==> src/rtl/fb_pair_reader.sv <==
`default_nettype none
// ============================================================================
//  Module   : fb_pair_reader
//  Purpose  : Reads NUM_PAIRS word pairs from a dual-port memory starting at
//             BASE_PAIR and streams them as A,B words over a ready/valid port.
//  Revision : 1.0 - initial release
// ============================================================================
module fb_pair_reader #(
  parameter int BASE_PAIR = 7168,
  parameter int NUM_PAIRS = 128,
  parameter int DATA_W    = 16
) (
  input  logic              clk,
  input  logic              reset,
  input  logic              start,
  output logic              rd_en,
  output logic [13:0]       addr_a,
  output logic [13:0]       addr_b,
  input  logic [DATA_W-1:0] rd_data_a,
  input  logic [DATA_W-1:0] rd_data_b,
  output logic [DATA_W-1:0] out_data,
  output logic              out_valid,
  input  logic              out_ready,
  output logic              out_last,
  output logic              busy,
  output logic              done
);

  typedef enum logic [1:0] {
    ST_IDLE  = 2'd0,
    ST_READ  = 2'd1,
    ST_DRAIN = 2'd2,
    ST_DONE  = 2'd3
  } state_t;

  localparam logic [12:0] c_base_pair  = 13'(BASE_PAIR);
  localparam logic [12:0] c_last_issue = 13'(NUM_PAIRS - 1);
  localparam logic [13:0] c_last_word  = 14'(2 * NUM_PAIRS - 1);

  state_t            r_state;
  state_t            w_state_next;
  logic [12:0]       r_pair;
  logic [12:0]       r_issued;
  logic              r_inflight;
  logic [DATA_W-1:0] r_fifo [4];
  logic [1:0]        r_wr_ptr;
  logic [1:0]        r_rd_ptr;
  logic [2:0]        r_count;
  logic [13:0]       r_word_cnt;

  logic [3:0]        w_fill;
  logic              w_pop;
  logic              w_last_beat;
  logic              w_start_ok;

  // Buffered words plus the two words still coming back from memory.
  assign w_fill      = {1'b0, r_count} + (r_inflight ? 4'd2 : 4'd0);
  assign w_pop       = out_valid && out_ready;
  assign w_last_beat = w_pop && out_last;
  assign w_start_ok  = (r_state == ST_IDLE) && start;

  assign addr_a    = {r_pair, 1'b0};
  assign addr_b    = {r_pair, 1'b1};
  assign out_valid = (r_count != 3'd0);
  assign out_data  = out_valid ? r_fifo[r_rd_ptr] : '0;
  assign out_last  = out_valid && (r_word_cnt == c_last_word);

  always_ff @(posedge clk) begin
    if (reset) begin
      r_state <= ST_IDLE;
    end else begin
      r_state <= w_state_next;
    end
  end

  always_comb begin
    w_state_next = r_state;
    rd_en        = 1'b0;
    busy         = 1'b0;
    done         = 1'b0;
    case (r_state)
      ST_IDLE: begin
        if (start) begin
          w_state_next = ST_READ;
        end
      end
      ST_READ: begin
        busy = 1'b1;
        if (!reset && (w_fill <= 4'd2)) begin
          rd_en = 1'b1;
          if (r_issued == c_last_issue) begin
            w_state_next = ST_DRAIN;
          end
        end
      end
      ST_DRAIN: begin
        busy = 1'b1;
        if (w_last_beat) begin
          w_state_next = ST_DONE;
        end
      end
      ST_DONE: begin
        done         = 1'b1;
        w_state_next = ST_IDLE;
      end
      default: begin
        w_state_next = ST_IDLE;
      end
    endcase
  end

  always_ff @(posedge clk) begin
    if (reset) begin
      r_pair     <= c_base_pair;
      r_issued   <= 13'd0;
      r_inflight <= 1'b0;
      r_wr_ptr   <= 2'd0;
      r_rd_ptr   <= 2'd0;
      r_count    <= 3'd0;
      r_word_cnt <= 14'd0;
    end else begin
      r_inflight <= rd_en;
      if (w_start_ok) begin
        r_pair   <= c_base_pair;
        r_issued <= 13'd0;
      end else if (rd_en) begin
        r_pair   <= r_pair + 13'd1;
        r_issued <= r_issued + 13'd1;
      end
      if (w_start_ok) begin
        r_word_cnt <= 14'd0;
      end else if (w_pop) begin
        r_word_cnt <= r_word_cnt + 14'd1;
      end
      if (w_pop) begin
        r_rd_ptr <= r_rd_ptr + 2'd1;
      end
      r_wr_ptr <= r_wr_ptr + (r_inflight ? 2'd2 : 2'd0);
      r_count  <= r_count + (r_inflight ? 3'd2 : 3'd0) - (w_pop ? 3'd1 : 3'd0);
    end
  end

  // Data storage needs no reset: the head is masked while the FIFO is empty.
  always_ff @(posedge clk) begin
    if (r_inflight) begin
      r_fifo[r_wr_ptr]        <= rd_data_a;
      r_fifo[r_wr_ptr + 2'd1] <= rd_data_b;
    end
  end

endmodule
`default_nettype wire
==> config.mk <==
export PLATFORM = sky130hd
export DESIGN_NAME = fb_pair_reader
export DESIGN_NICKNAME = d
export VERILOG_FILES = /design/src/rtl/fb_pair_reader.sv
export SDC_FILE = /design/constraint.sdc
export NUM_CORES = 1
export LEC_CHECK = 0
export BUFFER_PORTS_ARGS = -buffer_cell sky130_fd_sc_hd__buf_4
export CAP_MARGIN = 5
export CORE_UTILIZATION = 50
export CTS_BUF_LIST = sky130_fd_sc_hd__clkbuf_8 sky130_fd_sc_hd__clkbuf_16
export DETAILED_ROUTE_END_ITERATION = 8
export PLACE_DENSITY = 0.72
export SLEW_MARGIN = 20
export SYNTH_ARGS = -nofsm -noshare
export SYNTH_HDL_FRONTEND = slang
export SYNTH_SLANG_ARGS = --single-unit
==> constraint.sdc <==
create_clock -name clk -period 3 [get_ports clk]
set_input_delay 0.3 -clock clk [delete_from_list [all_inputs] [get_ports clk]]
set_output_delay 0.3 -clock clk [all_outputs]
set_load 0.01 [all_outputs]
---- Word level (Yosys, flattened, before mapping) ----
Memories as Yosys holds them, arrays and structs flattened. A register that Yosys moved wholly into a read port is not among the register bits.
Index checks and enable logic that the tools add are counted.
operators by class
  multiplexer cells ....................... 18
  reduce and logical (&&, ||, !) cells .... 11
  equal/unequal tests ..................... 9
  magnitude comparators ................... 1
  add/subtract/negate cells ............... 9
operators with widths
  kind                     count
  $add A13 B1 Y13 const B  2
  $mux W2                  9
  $mux W16                 1
  $add A14 B1 Y14 const B  1
  $eq A14 B8 Y1 const B    1
  $eq A13 B7 Y1 const B    1
  $ne A2 B2 Y1 const B     4
  $pmux W2 S4              1
  $mux W1                  7
  $logic_and A1 B1 Y1      5
  $add A2 B1 Y2 const B    2
  $add A3 B2 Y4            1
  $eq A2 B2 Y1 const B     2
  $le A4 B2 Y1 const B     1
  $reduce_and A4 Y1        1
  $reduce_or A2 Y1         2
  $add A3 B2 Y3            1
  $reduce_bool A3 Y1       1
  $sub A3 B1 Y3            1
  $add A2 B2 Y2            1
  $eq A2 B1 Y1 const B     1
  $logic_not A2 Y1         1
  $logic_not A1 Y1         1
word-level totals
  bits in registers ....................... 50
  bits in writable memories ............... 64
  memories ................................ 1
memories
  memory  depth  bits a word  read ports  clocked after Yosys merged registers in  write ports  RTL line  source
  r_fifo  4      16           1           1                                        2            45        logic [DATA_W-1:0] r_fifo [4];

---- Longest topological paths before layout ----
  depth after elaboration ................. 6
  mapped depth ............................ 11
  depth with buffers taken out ............ 10

---- Least setup slack after synthesis ----
OpenSTA, ideal clock, no wires.
  path kind ............................... reg-to-reg
  start ................................... register r_inflight
  end ..................................... memory r_fifo[3][10], data pin
  library setup time ...................... 260 ps
  stages on the path, launching flop included .. 5
  data required time ...................... 2,740 ps
  path slack .............................. 464 ps
  data arrival time ....................... 2,276 ps
  clock period less this slack ............ 2,536 ps
  path buffers ............................ 2
  cells stage by stage .................... dfxtp_1 > ha_1 > clkbuf_1 > buf_1 > mux2_2
RTL lines
  item                    RTL line  source
  from (decl)             44        logic r_inflight;
  from (signal assigned)  122       r_inflight <= rd_en;
  to (decl)               45

---- Final worst setup path ----
  start ................................... register r_inflight
  end ..................................... output rd_en
on the way
  cells in the longest elaborated chain, start to end .. 6
ends and longest elaborated chain
  item                 RTL line  source
  $mux W2              57        assign w_fill = {1'b0, r_count} + (r_inflight ? 4'd2 : 4'd0);
  $add A3 B2 Y4        57
  $le A4 B2 Y1         89        if (!reset && (w_fill <= 4'd2)) begin
  $logic_and A1 B1 Y1  89
  $mux W1              89
  $mux W1              81        case (r_state)
  to (decl)            16        output logic rd_en,
No other way between the ends.

==> impl_metrics.tcl <==
set metrics [dict create \
    vias_per_cell 5.124 \
    fin_tns_setup_ps 0 \
    power_per_cell_area_nw_per_um2 801.6 \
    min_to "r_wr_ptr[1]$_SDFF_PP0_" \
    hp-start "reset" \
    gp_congestion 0.7277 \
    h-tree-depth 4 \
    cap_violations 0 \
    num_vias 3346 \
    rsz0062_at_grt "no" \
    cp.required_ps 2700 \
    synth.avg_cell_area_um2 12.53 \
    drt_first_pass_iters 5 \
    layout_min_cycle_time_ps 2753 \
    wl_per_cell_um 14.80 \
    reg2reg_to "r_count[2]$_SDFF_PP0_" \
    synth_area_leaders "edfxtp_1 37%, dfxtp_1 20%, mux2_2 6.9%" \
    place_ws_ps 662.9 \
    synth_common_cells "64 x edfxtp_1, 51 x dfxtp_1, 35 x nor2_1" \
    grt_antenna_before_repair 0 \
    rows 36 \
    cts_buffers 17 \
    cts.path.max_buffers 2 \
    slowest_stage "a2111oi_4" \
    final_cell_area_um2 6609 \
    crit_buf_inv 3 \
    cp-start-kind "flop" \
    die-width_um 104.1 \
    async_flop_share_pct 0 \
    post-route-period-util_pct 91.77 \
    grt_first_pass_wirelength_um 16260 \
    crit_path_cell_trace "inv_1, ha_1, a2111oi_4, nand2_1, inv_2, buf_4" \
    synth_fp_nets 466 \
    die_h_um 104.1 \
    slew_headroom_pct 45.46 \
    core_area_um2 9955 \
    clock-sinks 115 \
    regToRegStartpoint "r_count[0]$_SDFF_PP0_" \
    crit_family "compound AO/OA/AOI/OAI gates" \
    grtUsageTotal_pct 19.43 \
    drt_iter0_markers 142 \
    n_fill_cell 744 \
    cts_resized 0 \
    cts_tree "done" \
    synth.largest_area_cell "edfxtp_1" \
    grt_max_degree 49 \
    antenna_cells 0 \
    clock_skew_ps 7.046 \
    hold_depth 2 \
    ys_seq_area_share_pct 56.44 \
    initial_core_util_pct 52.38 \
    drt-total-wl_um 9665 \
    setup_viol 0 \
    drc 0 \
    maxSlewViolCount 0 \
    worst_slew_pin_slew_ps 816.9 \
    status "complete, no violations" \
    fin_util_pct 66.39 \
    clock_latency_ps 520 \
    path_clk_slew_ps 60 \
    hold_viol 0 \
    nets 557 \
    synth-edff-count 64 \
    end_kind "output port" \
    syn2layout_area_growth_pct 26.76 \
    leakagePower_nw 2.478 \
    synth_most_common_cell "edfxtp_1" \
    finalWorstSetupSlack_ps 247.0 \
    cts_root_buf "clkbuf_8" \
    layout-drive-gt1-share_pct 32.50 \
    crit_type "reg2out" \
    worstRegToRegCells 10 \
    synth_top_area_share_pct 36.86 \
    io_buffers 82 \
    grt-ovfl-total 0 \
    synthFlopType "edfxtp_1" \
    synth.distinct_cells 37 \
    ys_ff_latch 115 \
    dieArea_um2 10840 \
    holdWs_ps 53.67 \
    ios 85 \
    yosysWarnings 0 \
    crit_fanout 10 \
    antenna_left 0 \
    peakVddDrop_uv 611.7 \
    grt_pass1_vias 3434 \
    hpwlAfterDp_um 6187 \
    worstHoldPathType "in2reg" \
    place_area_um2 5872 \
    fmax_mhz 363.2 \
    syn_area_um2 5214 \
    r2r_setup_slack_ps 690 \
    netlist_instances 416 \
    crit_arrival_ps 2450 \
    max_stage_delay_ps 550 \
]
kinds of logic (layout without fill, tap and decap cells):
family / Yosys count / in the layout / synth area share (%)
AO/OA/AOI/OAI: 24 / 24 / 3.168
XOR/XNOR: 34 / 34 / 5.711
adder cells (fa/ha/maj): 14 / 14 / 3.360
buffers and inverters: 48 / 152 / 4.584
flip-flops: 115 / 115 / 56.44
multiplexers: 49 / 49 / 14.02
other: 2 / 2 / 0.1440
AND/OR/NAND/NOR: 130 / 130 / 12.58
power by group:
part	internal, mW	switching (mW)
registers	1.84	0.0984
logic	0.711	0.695
clock network	1.27	0.686
total	3.82	1.48
area by class of cell:
| class | instances | area [um2] | area share (%) |
|---|---|---|---|
| Clock buffer | 18 | 427.9 | 6.475 |
| Inverter | 18 | 67.56 | 1.022 |
| Multi-Input combinational cell | 253 | 2037 | 30.82 |
| Tap cell | 133 | 166.4 | 2.518 |
| Timing Repair Buffer | 102 | 818.3 | 12.38 |
| Sequential cell | 115 | 2943 | 44.53 |
| Clock inverter | 14 | 148.9 | 2.253 |
state kept, by name, indices dropped and copies added, names as in the netlist, named ones only:
name	cells
r_wr_ptr	1
r_count	3
r_state	2
r_pair	13
r_issued	13
r_inflight	1
r_rd_ptr	2
r_word_cnt	14
r_fifo	64
worst max path at each step:
stage                          start                 endpoint  cells past startpoint
5_1_grt        r_inflight$_SDFF_PP0_                    rd_en                      6
6_report       r_inflight$_SDFF_PP0_                    rd_en                      6
3_3_place_gp   r_count[0]$_SDFF_PP0_    r_count[2]$_SDFF_PP0_                     10
3_5_place_dp   r_count[0]$_SDFF_PP0_    r_count[2]$_SDFF_PP0_                     10
4_1_cts        r_inflight$_SDFF_PP0_                    rd_en                      6
2_1_floorplan  r_inflight$_SDFF_PP0_  r_fifo[3][10]$_DFFE_PP_                      4
worst register-to-register path, stage by stage (launching register included):
cell     delay [ps]
dfxtp_1         370
nor3_1          330
inv_1           370
nand2_1         300
inv_1            90
ha_1            180
inv_1            60
ha_1            150
xor2_1          180
xnor2_1         140
nor2_1           50
cells in the final DEF (no fill, tap or decap), types with 11 or more instances in the layout:
master,count
clkbuf_16,16
ha_1,12
nand2_1,26
nor2_1,35
dlygate4sd3_1,16
and2_1,16
inv_1,21
buf_4,85
nand3_1,14
mux4_2,16
edfxtp_1,64
a21oi_1,11
xnor2_1,11
mux2_2,32
xor2_1,23
dfxtp_1,51
metal layers:
layer	global-route usage [%]	routed length [um]
met1	22.83	4230
met5	0	0
met2	32.67	4879
met4	9.388	169
met3	5.576	386
what timing repair did:
action	4_1_cts	5_1_grt
setup buffers	0	0
hold buffers	16	0
endpoints found under the hold margin	32	0
metrics by stage:
stage / std cells / power [mW]
after detailed placement: 605 / 3.369
after global routing: 653 / 5.561
final: 653 / 5.298
after global placement: 605 / 3.354
after floorplan: 416 / 2.863
after CTS: 653 / 5.348
Power figures use the tool's default switching activity.
